$ cat src/rtl/rename_pkg.sv
// rename_pkg: shared rename-path constants and the physical tag type
package rename_pkg;
  localparam int NUM_PREGS = 64;
  localparam int NUM_AREGS = 32;
  localparam int PREG_W = $clog2(NUM_PREGS);
  localparam int DEPTH = NUM_PREGS - NUM_AREGS;
  typedef logic [PREG_W-1:0] preg_t;
endpackage

$ cat src/rtl/phys_reg_free_list_if.sv
// phys_reg_free_list_if: rename allocate / retire release bundle of the free list
interface phys_reg_free_list_if;
  import rename_pkg::*;
  logic alloc_req;
  logic alloc_valid;
  preg_t alloc_preg;
  logic alloc_grant;
  logic rel_valid;
  preg_t rel_preg;
  logic rel_err;
  logic [PREG_W:0] free_count;
  logic empty;
  logic full;
  modport master (
    output alloc_req, rel_valid, rel_preg,
    input alloc_valid, alloc_preg, alloc_grant, rel_err, free_count, empty, full
  );
  modport slave (
    input alloc_req, rel_valid, rel_preg,
    output alloc_valid, alloc_preg, alloc_grant, rel_err, free_count, empty, full
  );
endinterface

$ cat src/rtl/phys_reg_free_list_tag_ring_fifo.sv
// tag_ring_fifo: first-word-fall-through circular tag buffer with reset-loaded contents
module tag_ring_fifo #(
  parameter int W = 6,
  parameter int DEPTH = 32,
  parameter int BASE = 32,
  parameter int CW = 7
) (
  input  logic clk,
  input  logic rst,
  input  logic push,
  input  logic [W-1:0] wdata,
  input  logic pop,
  output logic [W-1:0] rdata,
  output logic [CW-1:0] count
);
  localparam int AW = $clog2(DEPTH);
  logic [W-1:0] mem [DEPTH];
  logic [AW-1:0] head, tail;
  assign rdata = mem[head];
  // pointers wrap at the power-of-two depth; a write at head lands after the combinational read
  always_ff @(posedge clk or negedge rst)
    if (!rst) begin
      head <= '0;
      tail <= '0;
      count <= CW'(DEPTH);
      for (int i = 0; i < DEPTH; i++) mem[i] <= W'(BASE + i);
    end else begin
      if (pop) head <= head + AW'(1);
      if (push) begin
        mem[tail] <= wdata;
        tail <= tail + AW'(1);
      end
      count <= count + CW'(push) - CW'(pop);
    end
endmodule

$ cat src/rtl/phys_reg_free_list.sv
// phys_reg_free_list: free physical-register pool feeding rename and refilled by retire
module phys_reg_free_list
  import rename_pkg::*;
(
  input logic clk,
  input logic rst,
  phys_reg_free_list_if.slave fl
);
  logic grant, push, drop;
  preg_t head_tag;
  logic [PREG_W:0] count;
  assign fl.free_count = count;
  assign fl.alloc_preg = head_tag;
  assign fl.empty = count == '0;
  assign fl.full = count == (PREG_W+1)'(DEPTH);
  assign fl.alloc_valid = !fl.empty;
  assign grant = fl.alloc_req & !fl.empty;
  assign fl.alloc_grant = grant;
  assign push = fl.rel_valid & |fl.rel_preg & (!fl.full | grant);
  assign drop = fl.rel_valid & |fl.rel_preg & fl.full & !grant;
  tag_ring_fifo #(.W(PREG_W), .DEPTH(DEPTH), .BASE(NUM_AREGS), .CW(PREG_W+1)) u_ring (
    .clk(clk),
    .rst(rst),
    .push(push),
    .wdata(fl.rel_preg),
    .pop(grant),
    .rdata(head_tag),
    .count(count)
  );
  // a release dropped on a full pool is flagged for exactly the following cycle
  always_ff @(posedge clk or negedge rst)
    if (!rst) fl.rel_err <= 1'b0;
    else fl.rel_err <= drop;
endmodule

$ cat src/flat_wrapper.sv
// flat-port wrapper written by rule: the top's interface ports become plain ports
module phys_reg_free_list_flat import rename_pkg::*;
  (clk, rst, fl_alloc_req, fl_rel_valid, fl_rel_preg, fl_alloc_valid, fl_alloc_preg, fl_alloc_grant, fl_rel_err, fl_free_count, fl_empty, fl_full);
  phys_reg_free_list_if fl_i ();
  input logic clk;
  input logic rst;
  input wire logic [$bits(fl_i.alloc_req)-1:0] fl_alloc_req;
  input wire logic [$bits(fl_i.rel_valid)-1:0] fl_rel_valid;
  input wire logic [$bits(fl_i.rel_preg)-1:0] fl_rel_preg;
  output wire logic [$bits(fl_i.alloc_valid)-1:0] fl_alloc_valid;
  output wire logic [$bits(fl_i.alloc_preg)-1:0] fl_alloc_preg;
  output wire logic [$bits(fl_i.alloc_grant)-1:0] fl_alloc_grant;
  output wire logic [$bits(fl_i.rel_err)-1:0] fl_rel_err;
  output wire logic [$bits(fl_i.free_count)-1:0] fl_free_count;
  output wire logic [$bits(fl_i.empty)-1:0] fl_empty;
  output wire logic [$bits(fl_i.full)-1:0] fl_full;
  assign fl_i.alloc_req = fl_alloc_req;
  assign fl_i.rel_valid = fl_rel_valid;
  assign fl_i.rel_preg = fl_rel_preg;
  assign fl_alloc_valid = fl_i.alloc_valid;
  assign fl_alloc_preg = fl_i.alloc_preg;
  assign fl_alloc_grant = fl_i.alloc_grant;
  assign fl_rel_err = fl_i.rel_err;
  assign fl_free_count = fl_i.free_count;
  assign fl_empty = fl_i.empty;
  assign fl_full = fl_i.full;
  phys_reg_free_list u_core (.clk(clk), .rst(rst), .fl(fl_i));
endmodule
$ cat config.mk
export PLATFORM = sky130hd
export DESIGN_NAME = phys_reg_free_list_flat
export DESIGN_NICKNAME = d
export VERILOG_FILES = /design/src/rtl/rename_pkg.sv /design/src/rtl/phys_reg_free_list_if.sv /design/src/rtl/phys_reg_free_list_tag_ring_fifo.sv /design/src/rtl/phys_reg_free_list.sv /design/src/flat_wrapper.sv
export SDC_FILE = /design/constraint.sdc
export NUM_CORES = 1
export LEC_CHECK = 0
export CORE_MARGIN = 3
export CORE_UTILIZATION = 58
export CTS_BUF_LIST = sky130_fd_sc_hd__clkbuf_4 sky130_fd_sc_hd__clkbuf_8
export DETAILED_ROUTE_END_ITERATION = 12
export HOLD_SLACK_MARGIN = 0.03
export PLACE_DENSITY = 0.89
export SKIP_CTS_REPAIR_TIMING = 1
export SYNTH_ARGS = -nofsm -noshare
export SYNTH_HDL_FRONTEND = slang
export SYNTH_SLANG_ARGS = --single-unit
export TNS_END_PERCENT = 50
$ cat constraint.sdc
create_clock -name clk -period 3.1 [get_ports clk]
set_clock_uncertainty 0.05 [all_clocks]
set_input_delay 0.465 -clock clk [delete_from_list [all_inputs] [get_ports clk]]
set_output_delay 0.465 -clock clk [all_outputs]
set_load 0.01 [all_outputs]
# After elaboration in Yosys (flattened, before gate mapping)
# Index checks and enable logic that the tools add are counted.
word_totals:
  wordCells: 64
  ff_bits: 210
  out_inout_bits: 18
  input_bits: 10
op_classes:
  n_eq_ne: 1
  n_lt_le_gt_ge: 3
  reduce_logical: 6
  n_addsub: 4
  bitwise_logic: 8
  n_mux: 6
op_table:
  columns: ["operator", "n"]
  rows:
  - ["bitwise mux 192 bit", 1]
  - ["binary-select mux 6 bit (select 5 bit)", 1]
  - ["demux 6 bit (select 5 bit)", 1]
  - ["2-to-1 mux 6 bit", 3]
  - ["greater-or-equal comparator 6 bit (second input constant)", 2]
  - ["inverter 5 -> 6 bit", 2]
  - ["adder 5 x 1 -> 5 bit (second input constant)", 2]
  - ["adder 7 x 1 -> 7 bit", 1]
  - ["== test 7 x 6 -> 1 bit (second input constant)", 1]
  - ["logical NOT 7 bit", 1]
  - ["subtractor 7 x 1 -> 7 bit", 1]
  - ["less-than comparator 6 x 1 -> 1 bit (second input constant)", 1]
  - ["OR reduction 6 bit", 1]
  - ["bitwise AND 1 bit", 5]
  - ["logical NOT 1 bit", 3]
  - ["logical AND 1 bit", 1]
  - ["OR 1 bit", 1]

# Depth between registers and ports, before layout
logic_depth:
  depth_word: 7
  ltp_mapped: 15
  mapped_depth_nobuf: 14

# Cells and area by module
# From an unflattened synthesis, not the netlist that was laid out.
hier_totals:
  hier_cells: 680
  hier_area_um2: 10187.3
modules_own_cells:
  columns: ["mod", "area_each_um2", "seq_area_each_um2", "instances", "cells_each"]
  rows:
  - ["tag_ring_fifo", 10074.7, 5371.4, 1, 668]
  - ["phys_reg_free_list", 112.6, 25.0, 1, 12]

# Least setup slack after synthesis
# OpenSTA, ideal clock, no wires.
synth_path:
  path_kind: "register to register"
  startpoint: "register u_core.u_ring.count[2]"
  endpoint: "register u_core.u_ring.count[6]"
  stages_incl_launch_ff: 16
  t_arrival_ns: 3.196
  setup_time_ns: 0.116
  path_buffers: 1
  t_required_ns: 2.934
  path_slack_ns: -0.262
  synth_period_minus_slack_ns: 3.362
  path_cell_list: "dfrtp_1 -> inv_1 -> ha_1 -> or3b_1 -> a2111o_1 -> buf_6 -> and3_4 -> inv_1 -> ha_1 -> inv_1 -> ha_1 -> fa_1 -> a21oi_1 -> o21bai_1 -> a2111o_1 -> o311ai_0"
synth_via:
  elab_chain_len: 7
  word_cells_on_any_way: 9
  classes_between: "add/sub (2); eq/ne (1); bitwise (3); reduce/logical (3)"
synth_lines:
  columns: ["item", "line_no", "source"]
  rows:
  - ["start: declaration", "phys_reg_free_list_tag_ring_fifo.sv:14", "output logic [CW-1:0] count"]
  - ["start signal: assignment", "phys_reg_free_list_tag_ring_fifo.sv:25", "count <= CW'(DEPTH);"]
  - ["start signal: assignment", "phys_reg_free_list_tag_ring_fifo.sv:33", "count <= count + CW'(push) - CW'(pop);"]
  - ["logical NOT 7 bit", "phys_reg_free_list.sv:14", "assign fl.empty = count == '0;"]
  - ["logical NOT 1 bit", "phys_reg_free_list.sv:17", "assign grant = fl.alloc_req & !fl.empty;"]
  - ["bitwise AND 1 bit", "phys_reg_free_list.sv:17", null]
  - ["OR 1 bit", "phys_reg_free_list.sv:19", "assign push = fl.rel_valid & |fl.rel_preg & (!fl.full | grant);"]
  - ["bitwise AND 1 bit", "phys_reg_free_list.sv:19", null]
  - ["adder 7 x 1 -> 7 bit", "phys_reg_free_list_tag_ring_fifo.sv:33", null]
  - ["subtractor 7 x 1 -> 7 bit (*)", "phys_reg_free_list_tag_ring_fifo.sv:33", null]
# Mark *: on every way between the ends. The rest lies on a longest branch, timed or not.
# A chain may end at the register's enable or synchronous reset.

# Final worst setup path
# Same ends and word-level chain as after synthesis.

==> impl_metrics.toml <==
[worst_setup_path]
r2r-start = "u_core.u_ring.count[2]$_DFF_PN0_"
crit_arrival_ns = 3.64
required_ns = 3.47
cp-end-kind = "flip-flop"
r2r_cells = 14
criticalPathCategory = "reg2reg"
r2r-end = "u_core.u_ring.count[6]$_DFF_PN0_"
rrSetupSlack_ns = -0.17
startpoint_type = "flip-flop"
critical_path.max_fanout = 3

[yosys]
synth_mux_area_share_pct = 30.84
synth_seq_cells = 210
synth_area_per_cell_um2 = 14.67
synth-simple-area-share_pct = 8.209
synth_top_family_by_area = "multiplexers"
synthesis.nets = 742
synthAdderAreaFrac_pct = 1.978
synth_warnings = 0
seq_area_frac_synth_pct = 51.39
synth_xor_area_share_pct = 1.084
syn_inst = 716
ys_types = 48
synth_compound_area_share_pct = 3.694
syn_area_um2 = 10500

[place]
gp_congestion = 0.8810
placed_cells = 958
dpl_cell_area_um2 = 11160
port_buffers = 27
place_hpwl_mm = 15.20

[detailed_routing]
num_vias = 6704
wl_per_cell_um = 24.56
ant_nets = 0
vias_per_cell = 6.367
dr.first_iter.drc_count = 643
routed_wl_mm = 25.86
drc_errors = 0
drtPass1Iterations = 5

[final_layout]
stdcell_count = 1053
num_antenna_cells = 0
fill_cells = 1036
multi_input_area_um2 = 4930
nNetsFinal = 827
syn_to_final_growth_pct = 17.73
design_area_um2 = 12360
drive_gt1_share_pct = 63.41
seqCellArea_um2 = 5400

[die]
initial_core_util_pct = 59.88
die_height_um = 140.6
io_pins = 28
num_rows = 48
chipWidth_um = 140.6
fp.dieArea_um2 = 19760
core_area_um2 = 17540

[clock_tree]
cts_made_buffers = 36
cts-root-buf = "clkbuf_8"
clock_path_buffers = 3
insertion_delay_ns = 0.52
cts_tree = "done"
path_clk_slew_ns = 0.07
cts.sinks = 210
cts_max_level = 2

[sta]
post-route-period-util_pct = 105.4
fmax_mhz = 306.0
maxSlewViolCount = 0
final.min_clock_period_ns = 3.268
setup_ws_ns = -0.1685
setup_viol = 2
hold_viol_final = 0
worst_slew_pin_slew_ns = 0.8711
holdWs_ns = 0.4257
rsz0062_at_grt = "true"
relSlewSlack_pct = 41.93

[run]
max_cap_viol_count = 0

[outcome]
violations = "negative setup slack"
status = "finished with violations"

[power_and_ir_drop]
finalPower_mw = 13.50
powerDensity_nw_per_um2 = 1092
leakagePower_nw = 5.239
vdd_drop_max_uv = 663.5

[global_route]
overflow = 0
grt_pass1_wl_mm = 39.06
antenna_found_initial = 0
grt_max_degree = 108
grt_pass1_vias = 6978
grt_usage_pct = 24.96

[min_path]
min_path_type = "in2async"
## placed cells by master (no fill, tap or decap), drive strengths merged, types with 3 or more instances in the layout
cell type / Yosys / layout
mux2: 194 / 194
dfstp: 113 / 113
dfrtp: 97 / 97
buf: 17 / 67
clkbuf: 31 / 62
nor2: 38 / 38
mux4: 37 / 37
nand3: 37 / 37
mux2i: 22 / 22
clkdlybuf4s50: 0 / 18
ha: 15 / 15
inv: 14 / 14
nand2: 12 / 12
a211oi: 10 / 10
a21oi: 9 / 9
xnor2: 8 / 8
a22oi: 7 / 7
o221ai: 6 / 6
xor2: 5 / 5
o22ai: 5 / 5
a22o: 5 / 5
nand3b: 4 / 4
nand4: 4 / 4
dlymetal6s2s: 0 / 4
or3b: 4 / 4
clkinvlp: 0 / 3
clkinv: 0 / 3
## worst max path at each step
| stage | depth (start not counted) | slack, ns | endpoint | from |
|---|---|---|---|---|
| after detailed placement | 13 | -0.41 | u_core.u_ring.count[6]$_DFF_PN0_ | fl_rel_preg[3] |
| after global routing | 14 | -0.27 | u_core.u_ring.count[6]$_DFF_PN0_ | u_core.u_ring.count[2]$_DFF_PN0_ |
| after floorplan | 15 | -0.13 | u_core.u_ring.count[6]$_DFF_PN0_ | u_core.u_ring.count[2]$_DFF_PN0_ |
| after CTS | 5 | -0.47 | fl_alloc_preg[3] | u_core.u_ring.head[0]$_DFFE_PN0P_ |
| after global placement | 13 | -0.22 | u_core.u_ring.count[6]$_DFF_PN0_ | fl_rel_preg[3] |
| final | 14 | -0.17 | u_core.u_ring.count[6]$_DFF_PN0_ | u_core.u_ring.count[2]$_DFF_PN0_ |
## stage by stage
stage,worst slack (ns),TNS (ns),utilization [%]
6_report,-0.1685,-0.1825,70.50
3_5_place_dp,-0.4076,-0.5951,63.61
4_1_cts,-0.4684,-2.927,68.36
2_1_floorplan,-0.1301,-0.1301,-
3_3_place_gp,-0.2215,-0.2727,63.61
5_1_grt,-0.2690,-0.5034,70.50
## kinds of logic after synthesis
family / count (synthesis)
buffers and inverters: 62
muxes: 253
adders and majority gates: 16
AOI/OAI and AO/OA: 52
xor gates and xnor gates: 13
DFF: 210
and+or+nand+nor: 110
## report_power, final
group	switching, mW	internal (mW)	total, mW	leakage, nW
Clock	1.16	1.68	2.84	0.430
Combinational	2.44	2.96	5.40	2.40
Sequential	0.869	4.40	5.27	2.41
## area by class of cell
type / count / share of cell area, %
clock buffer: 57 / 5.941
sequential: 210 / 43.68
clock inverter: 8 / 0.7894
inverter: 14 / 0.4251
timing repair buffer: 95 / 7.013
tap: 225 / 2.277
multi-input combinational: 444 / 39.87
## worst max-delay path, stage by stage (launching register included)
cell	delay, ns
dfrtp_1	0.39
inv_2	0.06
ha_1	0.12
or3b_4	0.38
a2111o_2	0.44
and3_4	0.19
inv_2	0.06
ha_4	0.11
inv_1	0.03
ha_2	0.17
fa_2	0.36
a21oi_2	0.15
o21bai_2	0.09
a2111o_1	0.45
o311ai_2	0.10
## state kept, by name, summed over array words and instances (netlist names)
signal and flops:
u_core.u_ring.count 7, u_core.fl.rel_err 1, u_core.u_ring.head 5, u_core.u_ring.mem 192
u_core.u_ring.tail 5
## synth_stat cells (all sizes together)
master   instances  area [µm²]
mux2           194        2185
dfstp          113        2969
dfrtp           97        2427
nor2            38       142.6
mux4            37       833.3
nand3           37       510.5
clkbuf          31       116.4
mux2i           22       220.2
buf             17       126.4
ha              15       187.7
inv             14       52.55
nand2           12       45.04
a211oi          10       75.07
a21oi            9       45.04
xnor2            8       70.07
a22oi            7       52.55
o221ai           6       52.55
a22o             5       43.79
o22ai            5       31.28
xor2             5       43.79
nand3b           4       30.03
nand4            4       25.02
or3b             4       35.04
a2111o           2       22.52
and3             2       17.52
nor2b            2       12.51
nor3             2       10.01
or3              2       12.51
a21o             1       7.510
a2bb2oi          1       8.760
a31oi            1       6.260
fa               1       20.02
nand2b           1       6.260
nor4             1       6.260
nor4b            1       8.760
o211a            1       10.01
o211ai           1       7.510
o21bai           1       7.510
o311ai           1       8.760
o31a             1       8.760
## layer usage
metal,global-route usage [%],wire (µm)
met2,41.96,13180
met4,7.649,718
met1,33.36,10270
met3,4.541,1698
met5,0,0
Power figures use the tool's default switching activity.
